<file path="src/rtl/tm_arb_pkg.sv">
`default_nettype none
// ============================================================================
// Module      : tm_arb_pkg
// Description : Shared constants and round-robin helper for tm_mul_arbiter.
// Revision    : 1.0 - initial release
// ============================================================================
package tm_arb_pkg;

  localparam int TM_ARB_CNT_W = 16;

  // Wraps a search position that has run at most one lap past n back into range.
  function automatic int rr_wrap(input int pos, input int n);
    return (pos >= n) ? pos - n : pos;
  endfunction

endpackage
`default_nettype wire

</file>
<file path="src/rtl/tm_rr_picker.sv">
`default_nettype none
// ============================================================================
// Module      : tm_rr_picker
// Description : Combinational round-robin picker; searches from last+1 and wraps.
// Revision    : 1.0 - initial release
// ============================================================================
module tm_rr_picker
  import tm_arb_pkg::*;
#(
  parameter int NREQ  = 4,
  parameter int IDX_W = $clog2(NREQ)
) (
  input  logic [NREQ-1:0]  req_valid_i,
  input  logic [IDX_W-1:0] last_i,
  output logic [NREQ-1:0]  grant_o,
  output logic [IDX_W-1:0] grant_idx_o,
  output logic             grant_any_o
);

  logic [IDX_W-1:0] cand;
  logic             found;

  always_comb begin
    grant_o     = '0;
    grant_idx_o = '0;
    cand        = '0;
    found       = 1'b0;
    for (int k = 1; k <= NREQ; k++) begin
      cand = IDX_W'(rr_wrap(int'(last_i) + k, NREQ));
      if (!found && req_valid_i[cand]) begin
        found         = 1'b1;
        grant_o[cand] = 1'b1;
        grant_idx_o   = cand;
      end
    end
    grant_any_o = found;
  end

endmodule
`default_nettype wire

</file>
<file path="src/rtl/tm_mul_arbiter.sv">
`default_nettype none
// ============================================================================
// Module      : tm_mul_arbiter
// Description : Round-robin scheduler sharing one pipelined multiplier among
//               NREQ requesters; tags route each product back to its issuer.
//               Optional per-requester grant counters under TM_ARB_STATS_EN.
// Revision    : 1.0 - initial release
// ============================================================================
module tm_mul_arbiter
  import tm_arb_pkg::*;
#(
  parameter int NREQ    = 4,
  parameter int WIDTH   = 32,
  parameter int MUL_LAT = 1
) (
  input  logic                         clk,
  input  logic                         reset,
  input  logic [NREQ-1:0]              req_valid,
  input  logic [NREQ*WIDTH-1:0]        req_a,
  input  logic [NREQ*WIDTH-1:0]        req_b,
  output logic [NREQ-1:0]              req_ready,
  output logic [WIDTH-1:0]             mul_a,
  output logic [WIDTH-1:0]             mul_b,
  input  logic [2*WIDTH-1:0]           mul_result,
  output logic [NREQ-1:0]              rsp_valid,
`ifdef TM_ARB_STATS_EN
  output logic [NREQ*TM_ARB_CNT_W-1:0] grant_cnt,
`endif
  output logic [2*WIDTH-1:0]           rsp_data
);

  localparam int IDX_W = $clog2(NREQ);

  typedef struct packed {
    logic             valid;
    logic [IDX_W-1:0] idx;
  } tag_t;

  logic [NREQ-1:0]    grant;
  logic [IDX_W-1:0]   grant_idx;
  logic               grant_any;
  logic               hs;
  logic [NREQ-1:0]    hs_vec;

  logic [IDX_W-1:0]   last_q, last_d;
  logic [WIDTH-1:0]   mul_a_q, mul_a_d;
  logic [WIDTH-1:0]   mul_b_q, mul_b_d;
  tag_t               tag_d;
  tag_t               tag_q [0:MUL_LAT];
  logic [NREQ-1:0]    rsp_valid_q, rsp_valid_d;
  logic [2*WIDTH-1:0] rsp_data_q, rsp_data_d;

  tm_rr_picker #(
    .NREQ  (NREQ),
    .IDX_W (IDX_W)
  ) u_picker (
    .req_valid_i (req_valid),
    .last_i      (last_q),
    .grant_o     (grant),
    .grant_idx_o (grant_idx),
    .grant_any_o (grant_any)
  );

  assign req_ready = reset ? '0 : grant;
  assign hs        = grant_any & ~reset;
  assign hs_vec    = req_valid & req_ready;

  always_comb begin
    last_d      = last_q;
    mul_a_d     = mul_a_q;
    mul_b_d     = mul_b_q;
    tag_d       = '0;
    rsp_valid_d = '0;
    rsp_data_d  = rsp_data_q;
    if (hs) begin
      last_d    = grant_idx;
      mul_a_d   = req_a[grant_idx*WIDTH +: WIDTH];
      mul_b_d   = req_b[grant_idx*WIDTH +: WIDTH];
      tag_d     = '{valid: 1'b1, idx: grant_idx};
    end
    // The oldest tag lines up with the product of the operands it was issued with.
    if (tag_q[MUL_LAT].valid) begin
      rsp_valid_d = NREQ'(1) << tag_q[MUL_LAT].idx;
      rsp_data_d  = mul_result;
    end
  end

  always_ff @(posedge clk) begin
    if (reset) begin
      last_q      <= IDX_W'(NREQ - 1);
      mul_a_q     <= '0;
      mul_b_q     <= '0;
      rsp_valid_q <= '0;
      rsp_data_q  <= '0;
      for (int i = 0; i <= MUL_LAT; i++) begin
        tag_q[i] <= '0;
      end
    end else begin
      last_q      <= last_d;
      mul_a_q     <= mul_a_d;
      mul_b_q     <= mul_b_d;
      rsp_valid_q <= rsp_valid_d;
      rsp_data_q  <= rsp_data_d;
      tag_q[0]    <= tag_d;
      for (int i = 1; i <= MUL_LAT; i++) begin
        tag_q[i] <= tag_q[i-1];
      end
    end
  end

  assign mul_a     = mul_a_q;
  assign mul_b     = mul_b_q;
  assign rsp_valid = rsp_valid_q;
  assign rsp_data  = rsp_data_q;

`ifdef TM_ARB_STATS_EN
  for (genvar gi = 0; gi < NREQ; gi++) begin : g_cnt
    logic [TM_ARB_CNT_W-1:0] cnt_q;
    always_ff @(posedge clk) begin
      if (reset) begin
        cnt_q <= '0;
      end else if (hs_vec[gi] && (cnt_q != '1)) begin
        cnt_q <= cnt_q + TM_ARB_CNT_W'(1);
      end
    end
    assign grant_cnt[gi*TM_ARB_CNT_W +: TM_ARB_CNT_W] = cnt_q;
  end
`else
  logic unused_hs_vec;
  assign unused_hs_vec = ^hs_vec;
`endif

endmodule
`default_nettype wire

</file>
<file path="config.mk">
export PLATFORM = sky130hd
export DESIGN_NAME = tm_mul_arbiter
export DESIGN_NICKNAME = d
export VERILOG_FILES = /design/src/rtl/tm_arb_pkg.sv /design/src/rtl/tm_rr_picker.sv /design/src/rtl/tm_mul_arbiter.sv
export SDC_FILE = /design/constraint.sdc
export NUM_CORES = 1
export LEC_CHECK = 0
export CELL_PAD_IN_SITES_DETAIL_PLACEMENT = 0
export CELL_PAD_IN_SITES_GLOBAL_PLACEMENT = 1
export CORE_AREA = 2 2 180 182
export CTS_CLUSTER_DIAMETER = 60
export DETAILED_ROUTE_END_ITERATION = 8
export DIE_AREA = 0 0 182 184
export PLACE_DENSITY = 0.7
export SYNTH_ARGS = -nofsm -noshare
export SYNTH_HDL_FRONTEND = slang
export SYNTH_SLANG_ARGS = --single-unit
</file>
<file path="constraint.sdc">
create_clock -name clk -period 4.15 [get_ports clk]
set_clock_uncertainty 0.1 [all_clocks]
set_input_delay 0.6225 -clock clk [delete_from_list [all_inputs] [get_ports clk]]
set_output_delay 0.6225 -clock clk [all_outputs]
set_load 0.03 [all_outputs]
</file>
Yosys cells after proc, flatten, opt, wreduce, memory -nomap -nowiden
Memory sizes are Yosys's and may differ from the RTL's. Cells that the tools add are included. Widths: inputs -> output; s select.

Shifts and indexed selects: 3. Magnitude comparators: 12. Add/subtract/negate cells: 8. Bitwise logic cells: 8. Muxes and demuxes: 39. Reduce and logical (&&, ||, !) cells: 11.

Operators with widths (number): $shiftx 128x8->32 (2); $mux 4 (5); $mux 2 (8); $mux 1 (15); $lt 2x3->1 const B (4); $or 4x4->4 (3); $ge 3x3->1 const B (3); $mux 3 (3); $bmux 1 s2 (4); $demux 1 s2 (4); $ge 2x1->1 const B (4); $sub 2x1->2 const B (4); $logic_and 1x1->1 (7); $add 2x2->3 const B (2); $add 2x3->4 const B (1); $ge 4x3->1 const B (1); $shl 1x2->4 const A (1); $add 2x1->3 const B (1); $logic_not 1->1 (3); $not 1->1 (2); $or 1x1->1 (2); $reduce_or 2->1 (1); $and 1x1->1 (1).

Word-level logic and storage cells: 87. Output and inout bits: 136. Memories kept: 1. Input bits: 326. Bits in registers: 134. RAM bits: 6.

Memory list: tag_q (depth 2, bits a word 3, read ports 2, clocked after Yosys merged registers in 0, write ports 2, RTL line tm_mul_arbiter.sv:49) `tag_t tag_q [0:MUL_LAT];`.

Logic depth before layout (Yosys ltp)
Depth in word-level cells: 18. Mapped depth: 13. Mapped depth without buffers: 9.

Hierarchy
Synthesis repeated with hierarchy kept, for this count alone.

Cell total of the unflattened synthesis: 672. Area total of the unflattened synthesis: 7462.2 um2.

Modules (own cells, without submodules): tm_mul_arbiter (cells each 604, seq. area each 2802.7 um2, area each 6936.7 um2, instances 1); tm_rr_picker (cells each 68, seq. area each 0.0 um2, area each 525.5 um2, instances 1).

Least setup slack after synthesis
Ideal clock, no wire load.

Path kind: register to output. Start point: register last_q[1]. End point: output req_ready[0]. Path buffers: 2. Slack: 0.844 ns. Cell stages (with the launch flop): 10. Arrival time: 2.583 ns. Required time: 3.428 ns. Cell sequence: dfxtp_1 clkbuf_1 inv_1 ha_1 buf_2 mux4_2 nand2b_1 a21oi_1 a221oi_1 nor2_1.

Word-level cells in the longest chain between the ends: 16. Elaborated cells on any way between the ends: 61. Those cells by class: add/sub (8); order compare (12); mux (28); bitwise (3); reduce/logical (10).

RTL lines: from (decl) (RTL line tm_mul_arbiter.sv:45) `logic [IDX_W-1:0] last_q, last_d;`; from (signal assigned) (RTL line tm_mul_arbiter.sv:90) `last_q <= IDX_W'(NREQ - 1);`; from (signal assigned) (RTL line tm_mul_arbiter.sv:99) `last_q <= last_d;`; branches (longest 14 deep; another with $add 2x1->3); $mux 4 * (RTL line tm_rr_picker.sv:30) `if (!found && req_valid_i[cand]) begin`; $mux 4 * (RTL line tm_mul_arbiter.sv:64) `assign req_ready = reset ? '0 : grant;`; to (decl) (RTL line tm_mul_arbiter.sv:21) `output logic [NREQ-1:0] req_ready,`.

Mark *: on every way between the ends. The select of a mux whose other input is x is not followed.

Final worst setup path
Start point: register last_q[1]. End point: output req_ready[1].

The elaborated chain is that of the path after synthesis.

==> out/qor.txt <==
Status = finished, final reports clean
Post-CTS setup buffer count = 0
Detailed-route DRC error count = 0
TritonCTS buffer count = 17
Vias in the first global route = 7,249
Ports = 462
Fraction of synthesized cell area in xor and xnor cells = 0.1218%
Maxcap violations = 0
Non-filler cells in the finished layout = 1,578
Dominant cell type by area after synthesis = dfxtp_1
Die H = 184 um
Util after Layout = 40.78%
WP data arrival = 3.06 ns
Gpl congestion = 0.7565
Yosys warns = 0
FFs w/ async S/R, synth = 0%
# clock sinks = 140
Number of vias per cell = 4.541
Simple-gate area share of the yosys netlist = 11.45%
Ant diodes = 0
Mux contribution to synthesized area = 26.85%
Hold Crit Depth = 1
Core Region = 31,390 um2
Avg WL per Cell = 18.36 um
Max frequency = 264.3 MHz
HP Class = register to register
CP Depth = 10
Synth Net Count = 1,055
Post-DP HPWL = 22,620 um
Avg Inst Size Synth = 9.973 um2
WS Path Type = register to output pin
Delay of the slowest cell on the worst path = 0.47 ns
Pwr Density = 619.0 nW/um2
Reg2reg path depth = 9
Largest family of logic cells by synthesized area = multiplexers
Clock root cell = clkbuf_16
Final setup fails = 0
Final Max Tran Viols = 0
Post-Syn Area = 7191 um2
Final Hold Vio Count = 0
Final net count = 1,497
FF-to-FF setup slack = 0.80 ns
Worst r2r src = last_q[1]
Die W = 182 um
Yosys top cell area share = 38.98%
Synth Area in Compound Gates = 15.70%
Initial Util = 22.91%
# port buffers = 461
Top cell by count, worst path = nor2_1
Vias = 7,165
Number of synthesized flops with an enable pin = 0
Largest net degree at the start of global routing = 68
TritonRoute pass-1 iters = 4
Setup_tns = 0 ns
FF+latch area = 2808 um2
Synth-to-layout area growth = 78.04%
Crit path max fanout = 13
TritonCTS clock tree = done
Total grt overflow = 0
Crit start category = register
Rows = 65
Share of layout cells above drive strength 1 = 9.524%
Deepest clock path buffer count = 2
RSZ-0062 raised after global routing = no
GR Util All Layers = 16.43%
Adder-Cell Fraction of Synth Area = 1.392%
Maximum VDD drop = 0.2634 mV
Total Wirelength = 28,980 um
Clk_lat worst skew = 0.43 ns
HP Start = tag_q[0][2]
Critical Path, Cell by Cell = inv_1 > ha_4 > mux2_2 > mux2i_1 > nor2_1 > a22oi_1 > nor2_1 > a221oi_1 > nor2_1 > buf_4
CP top delay family = multiplexers
RR Endpoint = mul_b[4]
CTS H-tree lvls = 4
Antenna violations before repair = 1
Synth top area cells = dfxtp_1 (39%), mux2i_1 (26%), o221ai_2 (7.3%)
Crit path required time = 3.43 ns
Critical path buffers and inverters = 2
Worst-margin pin slew = 0.8850 ns
Post-route ant nets = 0
Top_reg_cell synth = dfxtp_1
Post-Syn Instances = 721
Crit end category = output pin
Clk slew on worst S/H paths = 0.07 ns
Max transition margin = 41.00%
Number of library cell types mapped by synthesis = 44
Hold endpoint = tag_q[0][5]
Leakage = 0.004801 uW
Multi-input gate area = 4015 um2
First-pass GRT wire length = 42,240 um
Iter 0 DRT Violations = 189
Post-synthesis sequential area ratio = 38.98%
Yosys reg bits = 140
Inst Count DP = 1,546
Die Area = 33,490 um2
# fillers = 3,049
CP max-delay cell = dfxtp_2
Fin crit share = 91.19%
Minimum clock period = 3.784 ns
worst max-delay path by stage:
stage	from	to	slack (ns)
after floorplan	last_q[1]	req_ready[0]	0.84
after global placement	last_q[1]	req_ready[1]	0.46
after detailed placement	req_valid[1]	mul_b[5]	0.40
after CTS	last_q[1]	req_ready[1]	0.03
after global routing	last_q[1]	req_ready[0]	0.07
final	last_q[1]	req_ready[1]	0.37
registers in the layout (all words and copies together), names as in the netlist:
name and cells:
tag_q 6, rsp_valid 4, mul_a 32, last_q 2, mul_b 32, rsp_data 64
synth_stat cells, types with 10 or more instances:
cell / n
mux2i_1: 185
dfxtp_1: 140
nor2_1: 83
nand2_1: 82
o221ai_2: 35
clkbuf_1: 27
a21oi_1: 24
o221ai_1: 19
buf_2: 16
buf_6: 12
nand3_1: 11
o211ai_1: 11
o22ai_1: 10
cells in the final DEF, fill, tap and decap left out, types with 2 or more instances in the layout:
cell type | Yosys | final
nor2b_1 | 8 | 8
buf_12 | 1 | 7
o21ai_0 | 2 | 2
a22oi_1 | 4 | 4
ha_1 | 8 | 7
a221oi_1 | 4 | 4
mux2_2 | 3 | 3
o221ai_1 | 19 | 19
or2_2 | 2 | 2
mux4_2 | 2 | 2
clkdlybuf4s50_1 | 0 | 456
nor2_1 | 83 | 83
inv_1 | 4 | 4
nand2b_1 | 3 | 3
clkinvlp_4 | 0 | 3
dfxtp_1 | 140 | 138
buf_4 | 3 | 21
o22ai_1 | 10 | 10
inv_8 | 0 | 5
mux2i_1 | 185 | 185
nand3_1 | 11 | 11
inv_6 | 0 | 5
nand2_1 | 82 | 81
clkbuf_16 | 0 | 17
o221ai_2 | 35 | 35
a21oi_1 | 24 | 24
o211ai_1 | 11 | 11
nor3_1 | 3 | 3
where the power goes:
part	internal, uW	total (uW)	switching [uW]	leakage (uW)
logic	2080	4500	2420	0.00336
registers	1660	1840	182	0.00115
clock network	861	1580	723	0.000284
total	4600	7920	3320	0.00480
cell type report:
class	count	share of cell area [%]
Clock buffer	17	3.323
Clock inverter	15	1.319
Inverter	4	0.1173
Multi-Input combinational cell	515	31.36
Sequential cell	140	21.93
Tap cell	402	3.929
Timing Repair Buffer	485	38.02
cells by family (layout without fill, tap and decap cells):
| kind of cell | after synthesis | in the layout |
|---|---|---|
| AND/OR/NAND/NOR | 198 | 198 |
| multiplexers | 190 | 190 |
| flip-flops | 140 | 140 |
| AO/OA/AOI/OAI | 118 | 118 |
| buffers and inverters | 66 | 521 |
| adder cells (fa/ha/maj) | 8 | 8 |
| XOR/XNOR | 1 | 1 |
what timing repair did:
item,4_1_cts,5_1_grt
pin swaps,0,0
resized for setup,1,2
hold buffers,0,0
endpoints found under the setup margin,3,4
routing by layer:
| metal | vias up | wire length (um) | global-route usage [%] |
|---|---|---|---|
| li1 | 3513 | - | - |
| met1 | 3308 | 11880 | 19.10 |
| met2 | 310 | 14300 | 28.63 |
| met3 | 32 | 2352 | 5.903 |
| met4 | 2 | 437 | 4.290 |
| met5 | - | 13 | 0 |
metrics by stage:
stage | hold WS, ns | area, um2 | power, uW | worst slack, ns
2_1_floorplan | 0.3138 | 7191 | 4946 | 0.8444
3_3_place_gp | 0.3182 | 12190 | 6371 | 0.4631
3_5_place_dp | 0.3258 | 12190 | 6403 | 0.3995
4_1_cts | 0.3425 | 12790 | 8028 | 0.02798
5_1_grt | 0.3475 | 12800 | 8400 | 0.07049
6_report | 0.3383 | 12800 | 7924 | 0.3658
No activity file was read; power rests on OpenSTA's default activity.
